<file path="src/rtl/ble_cluster.sv">
// ble_cluster: N scan-configured K-input LUT BLEs with an optional registered output per BLE.
// Define BLE_CLUSTER_CE_EN to add a ce port that gates the BLE flip-flops.
module ble_cluster #(
    parameter int K = 4,
    parameter int N = 2
) (
    input  logic           clk,
    input  logic           rst,
    input  logic           scan_en,
    input  logic           scan_in,
`ifdef BLE_CLUSTER_CE_EN
    input  logic           ce,
`endif
    input  logic [N*K-1:0] in,
    output logic           scan_out,
    output logic [N-1:0]   out,
    output logic           cfg_done,
    output logic           cfg_err
);
    localparam int T  = 2 ** K;
    localparam int L  = N * (T + 1);
    localparam int CW = $clog2(L + 2);
    localparam logic [CW-1:0] L_C   = CW'(L);
    localparam logic [CW-1:0] L_MAX = CW'(L + 1);

    typedef enum logic [1:0] {UNCONF, SHIFT, CONF, ERR} state_t;

    state_t          r_state;
    state_t          w_nxt;
    logic [L-1:0]    r_cfg;
    logic [CW-1:0]   r_cnt;
    logic [N-1:0]    r_ff;
    logic [N-1:0]    w_lut;
    logic [N-1:0]    w_mode;
    logic [T-1:0]    w_tab [N];
    logic            w_ce;
    logic            w_conf;

`ifdef BLE_CLUSTER_CE_EN
    assign w_ce = ce;
`else
    assign w_ce = 1'b1;
`endif

    genvar b;
    for (b = 0; b < N; b++) begin : g_ble
        assign w_tab[b]  = r_cfg[b*(T+1) +: T];
        assign w_lut[b]  = w_tab[b][in[b*K +: K]];
        assign w_mode[b] = r_cfg[b*(T+1) + T];
    end

    always_ff @(posedge clk or posedge rst) begin
        if (rst) r_state <= UNCONF;
        else     r_state <= w_nxt;
    end

    // A load is accepted only when exactly L bits were shifted.
    always_comb begin
        w_nxt = r_state;
        if (scan_en)
            w_nxt = SHIFT;
        else if (r_state == SHIFT)
            w_nxt = (r_cnt == L_C) ? CONF : ERR;
    end

    always_ff @(posedge clk or posedge rst) begin
        if (rst) begin
            r_cfg <= '0;
            r_cnt <= '0;
        end else if (scan_en) begin
            r_cfg <= {r_cfg[L-2:0], scan_in};
            r_cnt <= (r_state != SHIFT) ? CW'(1) : (r_cnt == L_MAX) ? r_cnt : r_cnt + 1'b1;
        end
    end

    always_ff @(posedge clk or posedge rst) begin
        if (rst)              r_ff <= '0;
        else if (!w_conf)     r_ff <= '0;
        else if (w_ce)        r_ff <= w_lut;
    end

    assign w_conf   = (r_state == CONF);
    assign out      = w_conf ? ((w_mode & w_lut) | (~w_mode & r_ff)) : '0;
    assign cfg_done = w_conf;
    assign cfg_err  = (r_state == ERR);
    assign scan_out = r_cfg[L-1];
endmodule

</file>
<file path="config.mk">
export PLATFORM = sky130hd
export DESIGN_NAME = ble_cluster
export DESIGN_NICKNAME = d
export VERILOG_FILES = /design/src/rtl/ble_cluster.sv
export SDC_FILE = /design/constraint.sdc
export NUM_CORES = 1
export LEC_CHECK = 0
export ABC_AREA = 1
export BUFFER_PORTS_ARGS = -buffer_cell sky130_fd_sc_hd__buf_2
export CAP_MARGIN = 20
export CORE_AREA = 10 10 72 74
export DETAILED_ROUTE_END_ITERATION = 8
export DIE_AREA = 0 0 82 84
export HOLD_SLACK_MARGIN = 0.05
export PLACE_DENSITY = 0.86
export SLEW_MARGIN = 20
export SYNTH_ARGS = -nofsm -noshare
export SYNTH_HDL_FRONTEND = slang
export SYNTH_SLANG_ARGS = --single-unit
</file>
<file path="constraint.sdc">
create_clock -name clk -period 1.6 [get_ports clk]
set_input_delay 0.16 -clock clk [delete_from_list [all_inputs] [get_ports clk]]
set_output_delay 0.16 -clock clk [all_outputs]
set_load 0.02 [all_outputs]
</file>
# After elaboration in Yosys (flattened, before gate mapping)

Index checks and enable logic that the tools add are counted.
Widths: inputs -> output; s select.

Register bits after elaboration: 44
Bits in latches: 0
Memory bits (writable): 0
Bits in read-only memories: 0
Bits of input ports: 12
Output and inout port bits: 5
Memories kept: 0

$add $sub $neg: 1
$mul: 0
Div/mod/pow operators: 0
Magnitude comparators: 2
Equality and inequality tests: 7
Shift-type cells: 0
Mux-type cells: 11
Bitwise gates (word level): 4
Reduce and logical (&&, ||, !) cells: 2

Operator list:

| kind                | count |
|---|---|
| $eq 6x6->1 const B  | 2 |
| $mux 6              | 2 |
| $lt 4x5->1 const B  | 2 |
| $bmux 1 s4          | 2 |
| $mux 2              | 4 |
| $add 6x1->6 const B | 1 |
| $and 2x2->2         | 2 |
| $eq 2x2->1 const B  | 2 |
| $mux 1              | 3 |
| $eq 2x1->1 const B  | 1 |
| $ne 2x1->1 const B  | 1 |
| $ne 2x2->1 const B  | 1 |
| $not 2->2           | 1 |
| $or 2x2->2          | 1 |
| $reduce_and 2->1    | 1 |
| $reduce_bool 2->1   | 1 |

# Depth between registers and ports, before layout

Gate-level depths: netlist of run 1.

Word-level depth: 5
Mapped depth: 9
Gate-level depth less buffers: 9

# Worst setup path after synthesis of run 1

OpenSTA, ideal clock, no wires.

Path type: register -> output
Start point: register r_state[0]
End point: output out[1]
Arrival: 1.182 ns
Slack: 0.258 ns
Cell stages (with the launch flop): 6
Buffers on the path: 0
Cells stage by stage: dfrtp_1 -> nor2_1 -> inv_1 -> nor2_1 -> nand2_1 -> inv_1

Cells in the longest elaborated chain, start to end: 2

RTL lines:

| what                   | line | text |
|---|---|---|
| from (decl)            | 28   | `state_t r_state;` |
| from (signal assigned) | 54   | `else r_state <= w_nxt;` |
| $eq 2x2->1             | 82   | `assign w_conf = (r_state == CONF);` |
| via cfg_done           | 17   | `output logic cfg_done,` |
| $mux 2                 | 83   | `assign out = w_conf ? ((w_mode & w_lut) \| (~w_mode & r_ff)) : '0;` |
| to (decl)              | 16   | `output logic [N-1:0] out,` |

The timed path passes the listed nets, and every way through them passes these cells.

# Worst setup path after layout of run 1

Start point: register r_cfg[19]
End point: output out[1]

Cells in the longest elaborated chain, start to end: 5

RTL lines:

| what                         | line | text |
|---|---|---|
| from (decl)                  | 30   | `logic [L-1:0] r_cfg;` |
| from (signal assigned)       | 71   | `r_cfg <= {r_cfg[L-2:0], scan_in};` |
| $bmux 1 s4                   | 48   | `assign w_lut[b] = w_tab[b][in[b*K +: K]];` |
| $mux 1 (implied by the code) | 48   |  |
| $and 2x2->2                  | 83   |  |
| $or 2x2->2                   | 83   |  |
| $mux 2                       | 83   |  |

No other way between the ends. The select of a mux whose other input is x is not followed.

==> flow_summary_export.csv, run 1 <==
group,metric,value,unit
worst_setup_path,crit_top_cell,"nand3_2",
outcome,status,"complete, no violations",
sta,fin_crit_sh,98.7,%
synthesis,synth_flop_cell,"dfrtp_1",
sta,clock_skew,0.00906,ns
sta,tns,0,ns
layout,fillers,306,
run,cap_viol_max_count,0,
power,peakVddDrop,0.000670,V
power,power_density,1030,nW/um^2
die,core_area,3860,um^2
synthesis,synth_edf_count,0,
layout,n_antenna_cell,0,
synthesis,yosys_warnings,0,
cts,cts_made_buffers,5,
drt,drc_errors,0,
placement,dpl.hpwl,3050,um
sta,relSlewSlack,51.3,%
layout,stdcell_count,367,
worst_setup_path,slowest_stage,"dfrtp_1",
die,rows,23,
drt,drt-vias-per-instance,5.25,
drt,drt_pass1_iterations,4,
global_routing,grt_antenna_before_repair,0,
die,die_h,84,um
global_routing,grt_pass1_vias,1737,
synthesis,synthArstFlopShare,100,%
cts,cts_tree,"built",
layout,synthToLayoutAreaGrowth,22.1,%
sta,hold_viol,0,
die,io_pins,17,
synthesis,avgSynthCellArea,7.69,um^2
drt,drtIter0Drc,102,
worst_setup_path,crit_buf_inv,3,
cts,cts_max_path_buffers,2,
layout,drive_above_1_share,29.7,%
global_routing,grt_max_degree,50,
worst_setup_path,cp-start-kind,"flop",
placement,placed_cell_area,2310,um^2
worst_setup_path,worst-path-max-fanout,2,
synthesis,yosysUniqueCellTypes,24,
synthesis,yosysTopAreaCell,"dfrtp_1",
synthesis,synth.area.top_cells,"dfrtp_1, nand2_1, inv_1, o21ai_0, nand3_1",
worst_setup_path,setup.worst_path.end_class,"output port",
synthesis,ys_seq_area_share,50.8,%
sta,setup_viol,0,
synthesis,synth_top_area_share,50.8,%
cts,clkTransAtPathRegs,0.09,ns
placement,dp_cells,342,
die,die_x,82,um
drt,routed-via-count,1926,
global_routing,grt_pass1_wl,7660,um
drt,routedWlPerCell,13.5,um
sta,period_minus_slack,1.58,ns
cts,clk_latency,0.31,ns
power,fin_total_pwr,2730,uW
drt,routed_wirelength,4940,um
worst_setup_path,arrival,1.42,ns
layout,nNetsFinal,330,
cts,clockRootBuffer,"clkbuf_8",
worst_setup_path,cpLargestDelayFamily,"simple AND/OR/NAND/NOR gates",
drt,ant_nets,0,
hold_path,hp-class,"in -> reg",
sta,fmaxAchievable,0.633,GHz
synthesis,synthCells,282,
cts,clkSinkCount,44,
global_routing,track_usage,13.9,%
placement,portBuffers,16,
global_routing,grt_overflow,0,
worst_setup_path,required,1.44,ns
sta,tightest_slew,0.727,ns
power,power.leakage,0.00133,uW
synthesis,ys_ff_latch,44,
worst_setup_path,max_stage_delay,0.40,ns
layout,finalInstanceArea,2650,um^2
die,start_util,56.2,%
synthesis,syn-num-nets,296,
cts,h-tree-depth,2,
placement,place_congestion,0.917,
synthesis,synthesis.area,2170,um^2
worst_setup_path,path_cells,"inv_2 -> nand2_2 -> nand3_2 -> nand3_1 -> nand3_2 -> nand3_2 -> nand2_2 -> inv_2 -> buf_6",
worst_setup_path,critPathKind,"reg -> out",
die,die_area,6890,um^2
sta,drv_slew,0,
[power by group]
part | total [uW] | leakage [uW] | switching [uW] | internal, uW
logic | 599 | 0.000712 | 354 | 245
registers | 1390 | 0.000572 | 118 | 1270
clock network | 739 | 0.0000510 | 393 | 345
[state kept, by name, indices dropped and copies added (netlist names)]
name and count:
r_cfg 34, r_state 2, r_cnt 6, r_ff 2
[layout by cell type, fill, tap and decap left out, types with 2 or more instances in the layout]
master	count
o21ai_0	38
nor2_1	6
nand2_2	5
buf_6	2
clkinv_2	2
ha_1	2
nor2_2	2
a21oi_1	5
nor3_1	3
nand4_1	2
nand2_1	75
nand2_4	2
o21ai_1	2
inv_2	21
nand3_2	18
clkbuf_8	6
buf_4	17
buf_12	2
nand3_1	12
inv_1	30
dfrtp_1	43
buf_2	14
[Yosys cell counts, types with 3 or more instances]
library cell and count:
buf_2 5, o21ai_0 38, nand3_1 30, nor2_1 7, dfrtp_1 44, nand2_1 78
nor3_1 3, a21oi_1 5, inv_1 51
[routing by layer]
layer	global-route usage [%]	vias up	part of all wire (%)
li1	-	947	-
met1	16.5	926	43
met2	22.3	47	52
met3	4.85	6	4.8
met4	5.42	0	0.95
met5	0	-	0
[kinds of logic (layout without fill, tap and decap cells)]
kind of cell,count (synthesis),in the layout,synth area share (%)
compound gates,46,46,10.7
xor+xnor,1,1,0.404
fa+ha+maj,2,2,1.15
buf+inv,62,97,11.5
flops,44,44,50.8
simple gates,127,127,25.4
[path summary, 6_finish.rpt]
path,start,endpoint,slack (ns),depth (start not counted)
worst min register to register,r_cfg[26],r_cfg[27],0.49,2
min in group asynchronous,rst,r_cnt[3],0.43,3
worst min-delay path,scan_in,r_cfg[0],0.09,3
max in group asynchronous,rst,r_cfg[1],0.64,4
worst max-delay path,r_cfg[19],out[1],0.02,9
worst max register to register,r_cnt[1],r_cnt[4],0.17,9
[through the flow]
stage / setup WS [ns] / hold slack, ns / utilization (%)
after floorplan: 0.258 / 0.281 / -
after global placement: 0.272 / 0.212 / 59.9
after detailed placement: 0.174 / 0.224 / 59.9
after CTS: 0.0100 / 0.0636 / 62.6
after global routing: -0.0601 / 0.119 / 68.7
final: 0.0207 / 0.0908 / 68.7
[tightest hold or removal path, cell delays in order]
cell and delay (ns):
buf_2 0.08, nand2_1 0.04, o21ai_0 0.08
[area by class of cell]
| cell class | count | area, um^2 | area share, % |
|---|---|---|---|
| multi-input combinational | 176 | 918 | 34.7 |
| inverter | 53 | 201 | 7.61 |
| clock inverter | 2 | 10.0 | 0.378 |
| clock buffer | 6 | 82.6 | 3.12 |
| timing repair buffer | 36 | 270 | 10.2 |
| sequential | 44 | 1100 | 41.6 |
| tap | 50 | 62.6 | 2.36 |
[repair_timing]
action | CTS | global route
buffers inserted | 0 | 16
endpoints found under the hold margin | 17 | 0
resized for setup | 0 | 47
endpoints found under the setup margin | 0 | 2
hold buffers | 1 | 0
Note: power is estimated with default switching activity, not from simulation.
==> run 2: changes to the inputs <==
CORE_AREA = 10 10 70 72   (was 10 10 72 74)
DIE_AREA = 0 0 80 82   (was 0 0 82 84)
PLACE_DENSITY = 0.9   (was 0.86)
clock period = 2 ns   (was 1.6 ns; I/O delays follow)
==> run 2 against run 1 <==
- utilization shrank 2.1 points
- cell count is 4.9% lower
- global-route usage shrank 1.5 points
- final area decreased by 10%
- largest cell class unchanged
- largest power group unchanged
==> flow_summary_export.csv, run 2 (synthesized netlist as in run 1, its figures left out) <==
group,metric,value,unit
cts,cts_made_buffers,5,
drt,routedWlPerCell,10.9,um
sta,rsz0062_at_grt,"no",
sta,fin_crit_sh,84.5,%
die,die_x,80,um
drt,routed-via-count,1764,
cts,clk_latency,0.36,ns
power,power.leakage,0.00122,uW
drt,routed_wirelength,3810,um
hold_path,min_path_cells,3,
die,rows,22,
sta,setup_viol,0,
worst_setup_path,cp-start-kind,"flop",
sta,fmaxAchievable,0.592,GHz
layout,final_cell_mix,"nand2_1, inv_1, dfrtp_1",
placement,place_congestion,0.830,
worst_setup_path,reg2reg_from,"r_cnt[1]",
layout,top_register,"r_cfg",
cts,h-tree-depth,2,
layout,n_antenna_cell,0,
power,power_density,803,nW/um^2
cts,clkSinkCount,44,
global_routing,track_usage,12.5,%
cts,clkTransAtPathRegs,0.12,ns
hold_path,hp-class,"in -> reg",
drt,drc_errors,0,
drt,drt_pass1_iterations,4,
worst_setup_path,critPathKind,"reg -> out",
drt,ant_nets,0,
sta,tns,0,ns
hold_path,whs_endpoint,"r_ff[0]",
cts,ctsResizeCount,0,
global_routing,grt_antenna_before_repair,0,
global_routing,grt_pass1_vias,1536,
global_routing,grt_max_degree,49,
die,io_pins,17,
run,cap_viol_max_count,0,
hold_path,hp-start,"in[3]",
sta,period_minus_slack,1.69,ns
worst_setup_path,r2r_setup_slack,0.59,ns
placement,placed_cell_area,2300,um^2
sta,drv_slew,0,
worst_setup_path,arrival,1.49,ns
drt,drtIter0Drc,177,
cts,post_cts_buffers,0,
cts,cts_max_path_buffers,2,
drt,drt-vias-per-instance,5.05,
worst_setup_path,setup.worst_path.end_class,"output port",
layout,drive_above_1_share,11.6,%
sta,hold_viol,0,
layout,largest_registers,"r_cfg (34), r_cnt (6)",
layout,largest_register_ffs,34,
die,core_area,3580,um^2
layout,fin_util,66.5,%
die,die_area,6560,um^2
placement,dp_cells,340,
power,peakVddDrop,0.000372,V
layout,finalInstanceArea,2380,um^2
die,start_util,60.6,%
worst_setup_path,worst-path-max-fanout,2,
layout,stdcell_count,349,
placement,dpl.hpwl,2810,um
sta,whs,0.140,ns
worst_setup_path,r2r_end,"r_cnt[4]",
worst_setup_path,required,1.80,ns
layout,synthToLayoutAreaGrowth,9.81,%
die,die_h,82,um
sta,clock_skew,0.0142,ns
global_routing,grt_overflow,0,
layout,mostFrequentLayoutCell,"nand2_1",
worst_setup_path,r2r_cells,9,
sta,relSlewSlack,60.1,%
placement,portBuffers,16,
global_routing,grt_pass1_wl,6550,um
sta,tightest_slew,0.597,ns
outcome,status,"complete, no violations",
cts,clockRootBuffer,"clkbuf_4",
layout,nNetsFinal,315,
cts,cts_tree,"built",
-- run 2: changes by cell type in the layout (fill, tap and decap cells not counted), sizes merged --
cell | before | now
buf | 35 | 19
clkinv | 3 | 0
clkbuf | 6 | 7
dlygate4sd3 | 1 | 2
inv | 52 | 53
-- run 2: where the power goes --
group          switching [uW]  internal (uW)  leakage [uW]  total (uW)
clock network             258            199     0.0000374         457
registers                79.7           1020      0.000572        1100
logic                     231            129      0.000609         360
-- run 2: area by class of cell --
class | count | area, um^2
inverter | 53 | 201
timing repair buffer | 21 | 135
fill | 291 | 1200
multi-input combinational | 176 | 818
clock buffer | 7 | 65.1
tap | 48 | 60.1
sequential | 44 | 1100
-- run 2: worst max-delay path, stage by stage (launching register included) --
cell	delay [ns]
dfrtp_1	0.40
inv_1	0.07
nand2_1	0.05
nand3_1	0.09
nand3_1	0.09
nand3_1	0.11
nand3_1	0.08
nand2_1	0.06
inv_1	0.03
buf_2	0.15
-- run 2: metrics by stage --
step / worst slack [ns] / power [uW]
2_1_floorplan: 0.618 / 1370
3_3_place_gp: 0.594 / 1450
3_5_place_dp: 0.576 / 1470
4_1_cts: 0.302 / 1920
5_1_grt: 0.159 / 2050
6_report: 0.311 / 1910
-- run 2: what timing repair did --
| action | in CTS | in global routing |
|---|---|---|
| hold buffers | 2 | 0 |
| endpoints found under the hold margin | 30 | 0 |
| setup endpoints to repair | 0 | 0 |
-- run 2: worst max path at each step --
stage | startpoint | end | slack (ns) | depth (start not counted)
global placement | in[4] | out[1] | 0.59 | 10
CTS | r_state[0] | out[1] | 0.30 | 6
detailed placement | in[0] | out[0] | 0.58 | 10
global route | r_state[0] | out[1] | 0.16 | 6
finish | r_cfg[18] | out[1] | 0.31 | 9
floorplan | r_state[0] | out[1] | 0.62 | 5
-- run 2: layer usage --
| metal | routed length, um | global-route usage, % | up-vias | share of wire, % |
|---|---|---|---|---|
| met2 | 1700 | 19.2 | 49 | 45 |
| met3 | 223 | 3.17 | 10 | 5.8 |
| li1 | - | - | 912 | - |
| met4 | 79 | 6.69 | 0 | 2.1 |
| met5 | 0 | 0 | - | 0 |
| met1 | 1810 | 15.8 | 793 | 47 |
==> run 3: changes to the inputs <==
CORE_AREA = 10 10 75 77   (was 10 10 70 72)
DIE_AREA = 0 0 85 87   (was 0 0 80 82)
PLACE_DENSITY = 0.83   (was 0.9)
clock period = 1.5 ns   (was 2 ns; I/O delays follow)
==> run 3 against run 2 <==
- the run now ends with negative setup slack left
- cell count up 4.0%
- routed wire length grew 14%
- critical path depth stayed put
- first-iteration DRC count is 35% lower
- largest power group unchanged
- critical path type unchanged
- largest cell class unchanged
- power rose by 45%
- final area increased by 8.3%
- utilization decreased by 5.7 points
- clock power grew 63%
==> flow_summary_export.csv, run 3 (synthesized netlist as in run 1, its figures left out) <==
group,metric,value,unit
worst_setup_path,r2r_setup_slack,0.17,ns
global_routing,grt_pass1_wl,7290,um
sta,rsz0062_at_grt,"yes",
worst_setup_path,arrival,1.40,ns
sta,period_minus_slack,1.55,ns
layout,nNetsFinal,324,
drt,met3WireLength,177,um
die,die_x,85,um
sta,tns,-0.0645,ns
layout,synthToLayoutAreaGrowth,18.9,%
worst_setup_path,r2r_end,"r_cnt[2]",
worst_setup_path,reg2reg_from,"r_cnt[1]",
global_routing,grt_pass1_vias,1710,
drt,routed_wirelength,4340,um
sta,fmaxAchievable,0.644,GHz
outcome,status,"complete, but fails checks",
die,die_h,87,um
drt,drt_pass1_iterations,4,
layout,seq_area,1100,um^2
sta,relSlewSlack,58.4,%
placement,dp_slack,0.141,ns
worst_setup_path,r2r_cells,8,
drt,dr_wl_met2,2060,um
layout,mostFrequentLayoutCell,"nand2_1",
sta,clock_skew,0.00544,ns
layout,multi_input_area,906,um^2
global_routing,grt_max_degree,44,
run,cap_viol_max_count,0,
layout,n_antenna_cell,0,
layout,fillers,349,
placement,place_congestion,0.915,
die,core_area,4230,um^2
sta,fin_crit_sh,104,%
hold_path,hp-class,"in -> reg",
worst_setup_path,required,1.35,ns
global_routing,grt_overflow,0,
layout,fin_util,60.9,%
layout,drive_above_1_share,24.8,%
worst_setup_path,worst-path-max-fanout,2,
die,io_pins,17,
worst_setup_path,cp-start-kind,"flop",
die,start_util,51.2,%
die,die_area,7400,um^2
global_routing,grt_antenna_before_repair,0,
placement,portBuffers,16,
hold_path,whs_endpoint,"r_cfg[0]",
placement,dpl.hpwl,2960,um
sta,setup_viol,2,
drt,routed-via-count,1817,
drt,drt-vias-per-instance,5.01,
drt,routedWlPerCell,11.9,um
layout,top_register,"r_cfg",
cts,cts_max_path_buffers,2,
cts,clkTransAtPathRegs,0.08,ns
power,fin_total_pwr,2780,uW
sta,drv_slew,0,
power,power.leakage,0.00129,uW
sta,worst_slack,-0.0535,ns
cts,clockRootBuffer,"clkbuf_8",
layout,largest_register_ffs,34,
sta,tightest_slew,0.620,ns
drt,routed.top_layer,"met4",
drt,wl_met1,2050,um
cts,h-tree-depth,2,
power,power_density,1080,nW/um^2
cts,cts_tree,"built",
drt,drtIter0Drc,115,
hold_path,hp-start,"scan_in",
sta,whs,0.0773,ns
global_routing,track_usage,11.7,%
layout,final_cell_mix,"nand2_1, dfrtp_1, o21ai_0",
die,rows,24,
cts,cts_made_buffers,5,
cts,clk_latency,0.29,ns
outcome,failed_checks,"negative setup slack",
power,peakVddDrop,0.000619,V
drt,ant_nets,0,
hold_path,min_path_cells,3,
sta,hold_viol,0,
layout,largest_registers,"r_cfg (34), r_cnt (6)",
worst_setup_path,critPathKind,"reg -> out",
cts,clkSinkCount,44,
worst_setup_path,setup.worst_path.end_class,"output port",
drt,drc_errors,0,
[run 3: worst max-delay path: stages (launching register included)]
cell and delay, ns:
dfrtp_1 0.40, inv_1 0.09, nand2_1 0.05, nand3_1 0.09, nand3_1 0.09, nand3_2 0.10
nand3_2 0.07, nand2_2 0.07, inv_2 0.03, buf_6 0.12
[run 3: how the worst max path moves through the flow]
stage / start / depth (start not counted) / slack, ns / end
global placement: in[4] / 10 / 0.16 / out[1]
detailed placement: r_cnt[1] / 9 / 0.14 / r_cnt[4]
CTS: r_cfg[26] / 9 / -0.005 / out[1]
floorplan: r_state[0] / 5 / 0.17 / out[1]
finish: r_cfg[25] / 9 / -0.05 / out[1]
global route: r_cfg[25] / 9 / -0.12 / out[1]
[run 3: final cells by class]
| cell class | count | area share (%) |
|---|---|---|
| Clock buffer | 8 | 3.50 |
| Inverter | 53 | 7.82 |
| Multi-Input combinational cell | 176 | 35.1 |
| Sequential cell | 44 | 42.8 |
| Tap cell | 52 | 2.52 |
| Timing Repair Buffer | 30 | 8.25 |
[run 3: power breakdown]
part	leakage, uW	internal [uW]	switching [uW]
Combinational	0.000669	218	343
Sequential	0.000572	1360	119
Clock	0.0000455	376	368
[run 3: timing repair]
item                                    in CTS  in global routing
buffers inserted                             4                  6
endpoints found under the setup margin       2                  4
pin swaps                                    8                  7
endpoints found under the hold margin       16                  0
gates resized for setup                     14                 25
hold buffers                                 1                  0
[run 3: through the flow]
| step | cell area (um^2) | std cells |
|---|---|---|
| after floorplan | 2170 | 282 |
| after global placement | 2300 | 344 |
| after detailed placement | 2300 | 344 |
| after CTS | 2470 | 357 |
| after global routing | 2580 | 363 |
| final | 2580 | 363 |
[run 3: layer usage]
metal | vias up | track usage (%)
met1 | 847 | 14.3
met3 | 5 | 2.62
li1 | 935 | -
met5 | - | 0
met4 | 0 | 4.04
met2 | 30 | 19.6
